$ cat src/rtl/cnn_conv2_pkg.sv
// Shared widths and FSM encoding for the conv2 MAC scheduler.
package cnn_conv2_pkg;
  localparam int A_W    = 14;
  localparam int B_W    = 9;
  localparam int P_W    = A_W + B_W;
  localparam int ACC_W  = 32;
  localparam int ADDR_W = 8;

  typedef enum logic [1:0] {IDLE, RUN, DRAIN, OUT} state_t;
endpackage

$ cat src/rtl/cnn_conv2_mac_acc.sv
// Product register, read/product valid pipeline and sign-extending accumulator.
module cnn_conv2_mac_acc #(
  parameter int P_W   = cnn_conv2_pkg::P_W,
  parameter int ACC_W = cnn_conv2_pkg::ACC_W
) (
  input  logic             clk,
  input  logic             rst_n,
  input  logic             clr,
  input  logic             rd_issue,
  input  logic [P_W-1:0]   mul_p,
  output logic [ACC_W-1:0] acc
);
  localparam int STAGES = 2;

  // vld_pipe[1] = rd_v (read data on the buses), vld_pipe[2] = p_v (p_r holds a product)
  logic [STAGES:1] vld_pipe;
  logic [P_W-1:0]  p_r;
  logic            rd_v, p_v;

  assign rd_v = vld_pipe[1];
  assign p_v  = vld_pipe[2];

  always_ff @(posedge clk or negedge rst_n) begin
    if (!rst_n) begin
      vld_pipe <= '0;
      p_r      <= '0;
      acc      <= '0;
    end else begin
      vld_pipe <= {vld_pipe[STAGES-1:1], rd_issue};
      if (rd_v) p_r <= mul_p;
      if (clr)      acc <= '0;
      else if (p_v) acc <= acc + {{(ACC_W-P_W){p_r[P_W-1]}}, p_r};
    end
  end
endmodule

$ cat src/rtl/cnn_conv2_mac_sched.sv
// Conv2 dot-product sequencer: walks n_taps buffer pairs through the shared multiplier.
module cnn_conv2_mac_sched #(
  parameter int A_W    = cnn_conv2_pkg::A_W,
  parameter int B_W    = cnn_conv2_pkg::B_W,
  parameter int P_W    = cnn_conv2_pkg::P_W,
  parameter int ACC_W  = cnn_conv2_pkg::ACC_W,
  parameter int ADDR_W = cnn_conv2_pkg::ADDR_W
) (
  input  logic              ap_clk,
  input  logic              ap_rst_n,
  input  logic              ap_start,
  output logic              ap_ready,
  output logic              ap_idle,
  output logic              ap_done,
  input  logic [ADDR_W:0]   n_taps,
  input  logic [ADDR_W-1:0] act_base,
  input  logic [ADDR_W-1:0] wgt_base,
  output logic [ADDR_W-1:0] act_addr,
  output logic              act_ce,
  input  logic [A_W-1:0]    act_q,
  output logic [ADDR_W-1:0] wgt_addr,
  output logic              wgt_ce,
  input  logic [B_W-1:0]    wgt_q,
  output logic [A_W-1:0]    mul_a,
  output logic [B_W-1:0]    mul_b,
  input  logic [P_W-1:0]    mul_p,
  output logic [ACC_W-1:0]  acc_out,
  output logic              acc_vld,
  input  logic              acc_ack
);
  import cnn_conv2_pkg::*;

  state_t            state, state_nx;
  logic [ADDR_W:0]   n_lat, k;
  logic [ADDR_W-1:0] abase, wbase;
  logic              dcnt;
  logic              accept, last, run;

  assign accept = (state == IDLE) && ap_start;
  assign run    = (state == RUN);
  assign last   = (k == n_lat - 1'b1);

  always_ff @(posedge ap_clk or negedge ap_rst_n) begin
    if (!ap_rst_n) begin
      state <= IDLE;
      n_lat <= '0;
      k     <= '0;
      abase <= '0;
      wbase <= '0;
      dcnt  <= 1'b0;
    end else begin
      state <= state_nx;
      dcnt  <= (state == DRAIN);
      if (accept) begin
        n_lat <= n_taps;
        abase <= act_base;
        wbase <= wgt_base;
        k     <= '0;
      end else if (run) begin
        k <= k + 1'b1;
      end
    end
  end

  // DRAIN covers the two pipeline stages behind the last read
  always_comb begin
    state_nx = state;
    case (state)
      IDLE:    if (ap_start) state_nx = (n_taps == '0) ? OUT : RUN;
      RUN:     if (last) state_nx = DRAIN;
      DRAIN:   if (dcnt) state_nx = OUT;
      OUT:     if (acc_ack) state_nx = IDLE;
      default: state_nx = IDLE;
    endcase
  end

  assign ap_ready = accept;
  assign ap_idle  = (state == IDLE);
  assign acc_vld  = (state == OUT);
  assign ap_done  = acc_vld && acc_ack;
  assign act_ce   = run;
  assign wgt_ce   = run;
  assign act_addr = run ? abase + k[ADDR_W-1:0] : '0;
  assign wgt_addr = run ? wbase + k[ADDR_W-1:0] : '0;
  assign mul_a    = act_q;
  assign mul_b    = wgt_q;

  cnn_conv2_mac_acc #(.P_W(P_W), .ACC_W(ACC_W)) u_acc (
    .clk      (ap_clk),
    .rst_n    (ap_rst_n),
    .clr      (accept),
    .rd_issue (run),
    .mul_p    (mul_p),
    .acc      (acc_out)
  );
endmodule

$ cat config.mk
export PLATFORM = sky130hd
export DESIGN_NAME = cnn_conv2_mac_sched
export DESIGN_NICKNAME = d
export VERILOG_FILES = /design/src/rtl/cnn_conv2_pkg.sv /design/src/rtl/cnn_conv2_mac_acc.sv /design/src/rtl/cnn_conv2_mac_sched.sv
export SDC_FILE = /design/constraint.sdc
export NUM_CORES = 1
export LEC_CHECK = 0
export ABC_AREA = 0
export CORE_AREA = 10 10 130 132
export DETAILED_ROUTE_END_ITERATION = 16
export DIE_AREA = 0 0 140 142
export HOLD_SLACK_MARGIN = 0.06
export PLACE_DENSITY = 0.89
export SLEW_MARGIN = 10
export SYNTH_ARGS = -nofsm -noshare
export SYNTH_HDL_FRONTEND = slang
export SYNTH_SLANG_ARGS = --single-unit
$ cat constraint.sdc
create_clock -name ap_clk -period 2.9 [get_ports ap_clk]
set_input_delay 0.29 -clock ap_clk [delete_from_list [all_inputs] [get_ports ap_clk]]
set_output_delay 0.29 -clock ap_clk [all_outputs]
set_load 0.02 [all_outputs]
; Word level (Yosys, flattened, before mapping)
; Index checks and enable logic that the tools add are counted.
[op_classes]
addsub = 5
div = 0
n_bitwise = 0
order_cmp = 0
n_reduce_logical = 7
n_shift = 0
n_mux = 12
n_eq_ne = 8
mul = 0
[op_table]
columns = cell, count
row1 = two-way mux 32 bit, 2
row2 = adder 32 bit, 1
row3 = two-way mux 9 bit, 2
row4 = adder 8 bit, 2
row5 = two-way mux 8 bit, 2
row6 = two-way mux 2 bit, 5
row7 = adder 9 x 1 -> 9 bit (second input constant), 1
row8 = equality test 9 bit, 1
row9 = zero test 9 bit, 1
row10 = subtractor 9 x 1 -> 9 bit (second input constant), 1
row11 = one-hot mux 2 bit (4 select lines), 1
row12 = inequality test 2 bit (second input constant), 3
row13 = equality test 2 bit (second input constant), 2
row14 = AND reduction 4 bit, 1
row15 = nonzero test 2 bit, 2
row16 = equality test 2 x 1 -> 1 bit (second input constant), 1
row17 = logical AND 1 bit, 2
row18 = zero test 2 bit, 1
row19 = inequality test 2 x 1 -> 1 bit (second input constant), 1
[word_totals]
elab_cells = 41
ff_bits = 94
inputBits = 75
romBits = 0
n_memories = 0
ram_bits = 0
latchBits = 0
out_inout_bits = 77

; Longest topological paths before layout
[logic_depth]
word_depth = 4
ltp_mapped = 12
depth_no_buf = 12

; Cells and area by module
; From an unflattened synthesis, not the netlist that was laid out.
[hier_totals]
cells_unflattened = 736
area_unflattened_um2 = 6705.2
[by_module_without_submodules]
columns = mod, cells_per_inst, instances, area_per_inst_um2, seq_area_each_um2
row1 = cnn_conv2_mac_acc, 430, 1, 4053.9, 1426.4
row2 = cnn_conv2_mac_sched, 306, 1, 2651.3, 925.9

; Worst setup path after synthesis
; Ideal clock, no wire load.
[synth_path]
path_kind = flip-flop to flip-flop
startpoint = register u_acc.acc[0]
endpoint = register u_acc.acc[28]
required_time_ps = 2778
stages_incl_launch_ff = 13
setup_time_ps = 122
arrival_ps = 2761
period_less_slack_ps = 2883
slack_ps = 17
cell_sequence = dfrtp_1 > ha_1 > inv_1 > fa_1 > and2b_1 > o2111ai_1 > a2111oi_1 > a211o_1 > a21oi_2 > o21a_4 > o31ai_4 > xnor2_1 > o21ai_1
[synth_between]
elab_chain_cells = 3
[synth_rtl]
columns = item, line
row1 = from (decl), cnn_conv2_mac_acc.sv:11  ; output logic [ACC_W-1:0] acc
row2 = from (signal assigned), cnn_conv2_mac_acc.sv:32  ; else if (p_v) acc <= acc + {{(ACC_W-P_W){p_r[P_W-1]}}, p_r};
row3 = adder 32 bit, cnn_conv2_mac_acc.sv:32
row4 = two-way mux 32 bit, cnn_conv2_mac_acc.sv:32
row5 = two-way mux 32 bit, cnn_conv2_mac_acc.sv:31  ; if (clr) acc <= '0;
; Every way passes these cells. The select of a mux whose other input is x is not followed.
; A chain may end at the register's enable or synchronous reset.

; Worst setup path after layout
[layout_path]
startpoint = register u_acc.acc[17]
endpoint = register u_acc.acc[31]
; The elaborated chain is that of the path after synthesis.

==> flow_summary.json <==
{
  "status": "complete, no violations",
  "reg2reg_slack_ns": 0.13,
  "setup_tns_ns": 0,
  "grt_overflow_total": 0,
  "clkTransAtPathRegs_ns": 0.07,
  "cts_buffers": 9,
  "fin_hold_ws_ns": 0.4597,
  "synth_fp_nets": 828,
  "io_buffers": 105,
  "initial_utilization_pct": 45.35,
  "synth_warnings": 0,
  "cts_tree": "built",
  "grt_pass1_wl_um": 26140,
  "area_delta_synth_final_pct": 23.65,
  "fin_crit_ns": 2.769,
  "crit_fanout": 6,
  "drive_above_1_share_pct": 11.91,
  "end_kind": "flip-flop",
  "grt_max_degree": 65,
  "die_area_um2": 19880,
  "synth-seq-cells": 94,
  "final_cell_area_um2": 8026,
  "synth_cell_types": 61,
  "period_share_pct": 95.50,
  "syn_area_per_cell_um2": 9.286,
  "dp_hpwl_um": 11610,
  "mostFrequentLayoutCells": "nand2_1 (98), clkdlybuf4s50_1 (96), dfrtp_1 (94), nor2_1 (53), ha_1 (45)",
  "final_util_pct": 56.08,
  "start_kind": "flip-flop",
  "placed_area_um2": 7585,
  "nets": 905,
  "cap_violations": 0,
  "clock-sinks": 94,
  "ir_worst_vdd_mv": 0.5281,
  "clk_latency_ns": 0.35,
  "worst_slew_pin_slew_ns": 0.6968,
  "coreArea_um2": 14310,
  "viasPerCell": 5.398,
  "async_flop_share_pct": 100.0,
  "layout.cells.non_filler": 966,
  "first_pass_iters": 5,
  "htreeDepth": 3,
  "slew_viol_final": 0,
  "num_rows": 44,
  "die_h_um": 142,
  "worstPathArrival_ns": 3.04,
  "worstPathRequired_ns": 3.17,
  "synth_edf_count": 0,
  "pwr_density_cell_nw_per_um2": 1352,
  "setup_viol": 0,
  "skew_ns": 0.007682,
  "max_freq_mhz": 361.1,
  "drc": 0,
  "gp_congestion": 0.9136,
  "power.leakage_nw": 3.731,
  "die_w_um": 140,
  "crit_type": "reg2reg",
  "synth.cell_area_um2": 6491,
  "ys.flop_type": "dfrtp_1",
  "seq_area_frac_synth_pct": 36.24,
  "ios": 152,
  "dp.cells": 946,
  "vias": 5214,
  "final_common_cell": "nand2_1",
  "ant_nets": 0,
  "cts-root-buf": "clkbuf_16",
  "finalWirelength_um": 15970,
  "relSlewSlack_pct": 53.55,
  "drtIter0Drc": 248,
  "syn_inst": 699,
  "grt_pass1_vias": 5371,
  "finalHoldViolCount": 0,
  "cts_buffer_depth": 2,
  "wl_per_cell_um": 16.54,
  "track_usage_pct": 15.71,
  "num-fill-cells": 1202,
  "antenna_found_initial": 1,
  "hold_path_class": "in2reg"
}
==> registers in the layout, summed over array words and instances (netlist names) <==
signal and flops:
abase 8, n_lat 9, u_acc.p_r 23, wbase 8, u_acc.acc 32, state 2
k 9, u_acc.vld_pipe 2, dcnt 1
==> stage by stage <==
| step | power, mW | worst slack (ns) |
|---|---|---|
| 2_1_floorplan | 7.424 | 0.01709 |
| 3_3_place_gp | 9.124 | 0.08943 |
| 3_5_place_dp | 9.336 | -0.008975 |
| 4_1_cts | 10.65 | -0.02144 |
| 5_1_grt | 11.77 | -0.04034 |
| 6_report | 10.85 | 0.1305 |
==> cell type report <==
class                   count  area, um2  share of cell area, %
multi-input cells         524       3857                  48.06
flip-flops and latches     94       2352                  29.31
repair buffers            125       1192                  14.86
clock buffers              13      240.2                  2.993
well taps                 184      230.2                  2.868
inverters                  22      82.58                  1.029
clock inverters             3      68.82                 0.8574
diodes                      1      2.502                0.03118
==> worst max-delay path, cell delays in order (launching register included) <==
cell and delay (ns):
dfrtp_1 0.40, ha_1 0.39, and4_1 0.23, nand3_1 0.14
or2_1 0.28, o2111ai_4 0.16, a31oi_4 0.16, o31ai_4 0.31
nand2_2 0.09, o311ai_2 0.28, mux2i_1 0.24
==> power by group <==
| part | internal, mW | total [mW] | leakage (nW) | switching (mW) |
|---|---|---|---|---|
| Sequential | 1.92 | 2.44 | 1.17 | 0.513 |
| Combinational | 3.26 | 7.14 | 2.41 | 3.88 |
| Clock | 0.759 | 1.27 | 0.148 | 0.512 |
| Total | 5.94 | 10.8 | 3.73 | 4.91 |
==> logic make-up (layout without fill, tap and decap cells) <==
kind of cell	count (synthesis)	in the layout	synth area share [%]
buf+inv	81	163	6.284
fa+ha+maj	54	54	10.76
compound gates	141	141	15.44
other cells	0	1	0
flops	94	94	36.24
xor+xnor	57	57	7.691
simple gates	221	221	15.27
mux	51	51	8.327
==> per-layer routing <==
layer  GRT usage (%)  up-vias  routed length (um)
li1                -     2552                   -
met1           18.45     2512                6990
met2           26.95      125                7851
met3           4.139       25                 835
met4           5.978        0                 297
met5               0        -                   0
==> path summary, 6_finish.rpt <==
path | startpoint | endpoint | depth (start not counted)
hold reg to reg | wbase[6]$_DFFE_PN0P_ | wbase[6]$_DFFE_PN0P_ | 2
setup reg to reg | u_acc.acc[17]$_DFFE_PN0P_ | u_acc.acc[31]$_DFFE_PN0P_ | 10
setup / recovery | u_acc.acc[17]$_DFFE_PN0P_ | u_acc.acc[31]$_DFFE_PN0P_ | 10
max in group asynchronous | ap_rst_n | u_acc.acc[31]$_DFFE_PN0P_ | 3
min in group asynchronous | ap_rst_n | state[1]$_DFFE_PN0P_ | 2
hold / removal | wgt_base[0] | wbase[0]$_DFFE_PN0P_ | 3
==> cells in the mapped netlist, drive strengths merged (2+ instances only) <==
cell	count	share of area, %
nand2	99	5.8
dfrtp	94	36
nor2	53	3.1
ha	51	9.8
a21oi	45	3.5
buf	35	3.6
xnor2	32	4.3
mux2i	27	4.2
o21ai	26	2.0
xor2	25	3.4
a21o	24	2.8
clkbuf	24	1.4
mux2	24	4.2
inv	22	1.3
and2	20	1.9
nand3	16	1.2
o21bai	11	1.3
nand4	9	0.87
a211oi	5	0.66
nand2b	4	0.39
o21a	4	0.58
a221oi	3	0.50
a31oi	3	0.62
and3	3	0.29
fa	3	0.93
nor2b	3	0.29
o2111ai	3	0.67
o211ai	3	0.42
or3	3	0.29
a21boi	2	0.23
nor3	2	0.15
nor4	2	0.19
o31ai	2	0.66
or4	2	0.23
==> what timing repair did <==
| action | 4_1_cts | 5_1_grt |
|---|---|---|
| setup endpoints to repair | 8 | 21 |
| gates resized for setup | 14 | 27 |
| pin swaps | 0 | 10 |
| setup buffers | 0 | 2 |
| endpoints found under the hold margin | 47 | 0 |
| hold buffers | 1 | 0 |
| cloned | 0 | 0 |
(Power assumes the default switching activity.)
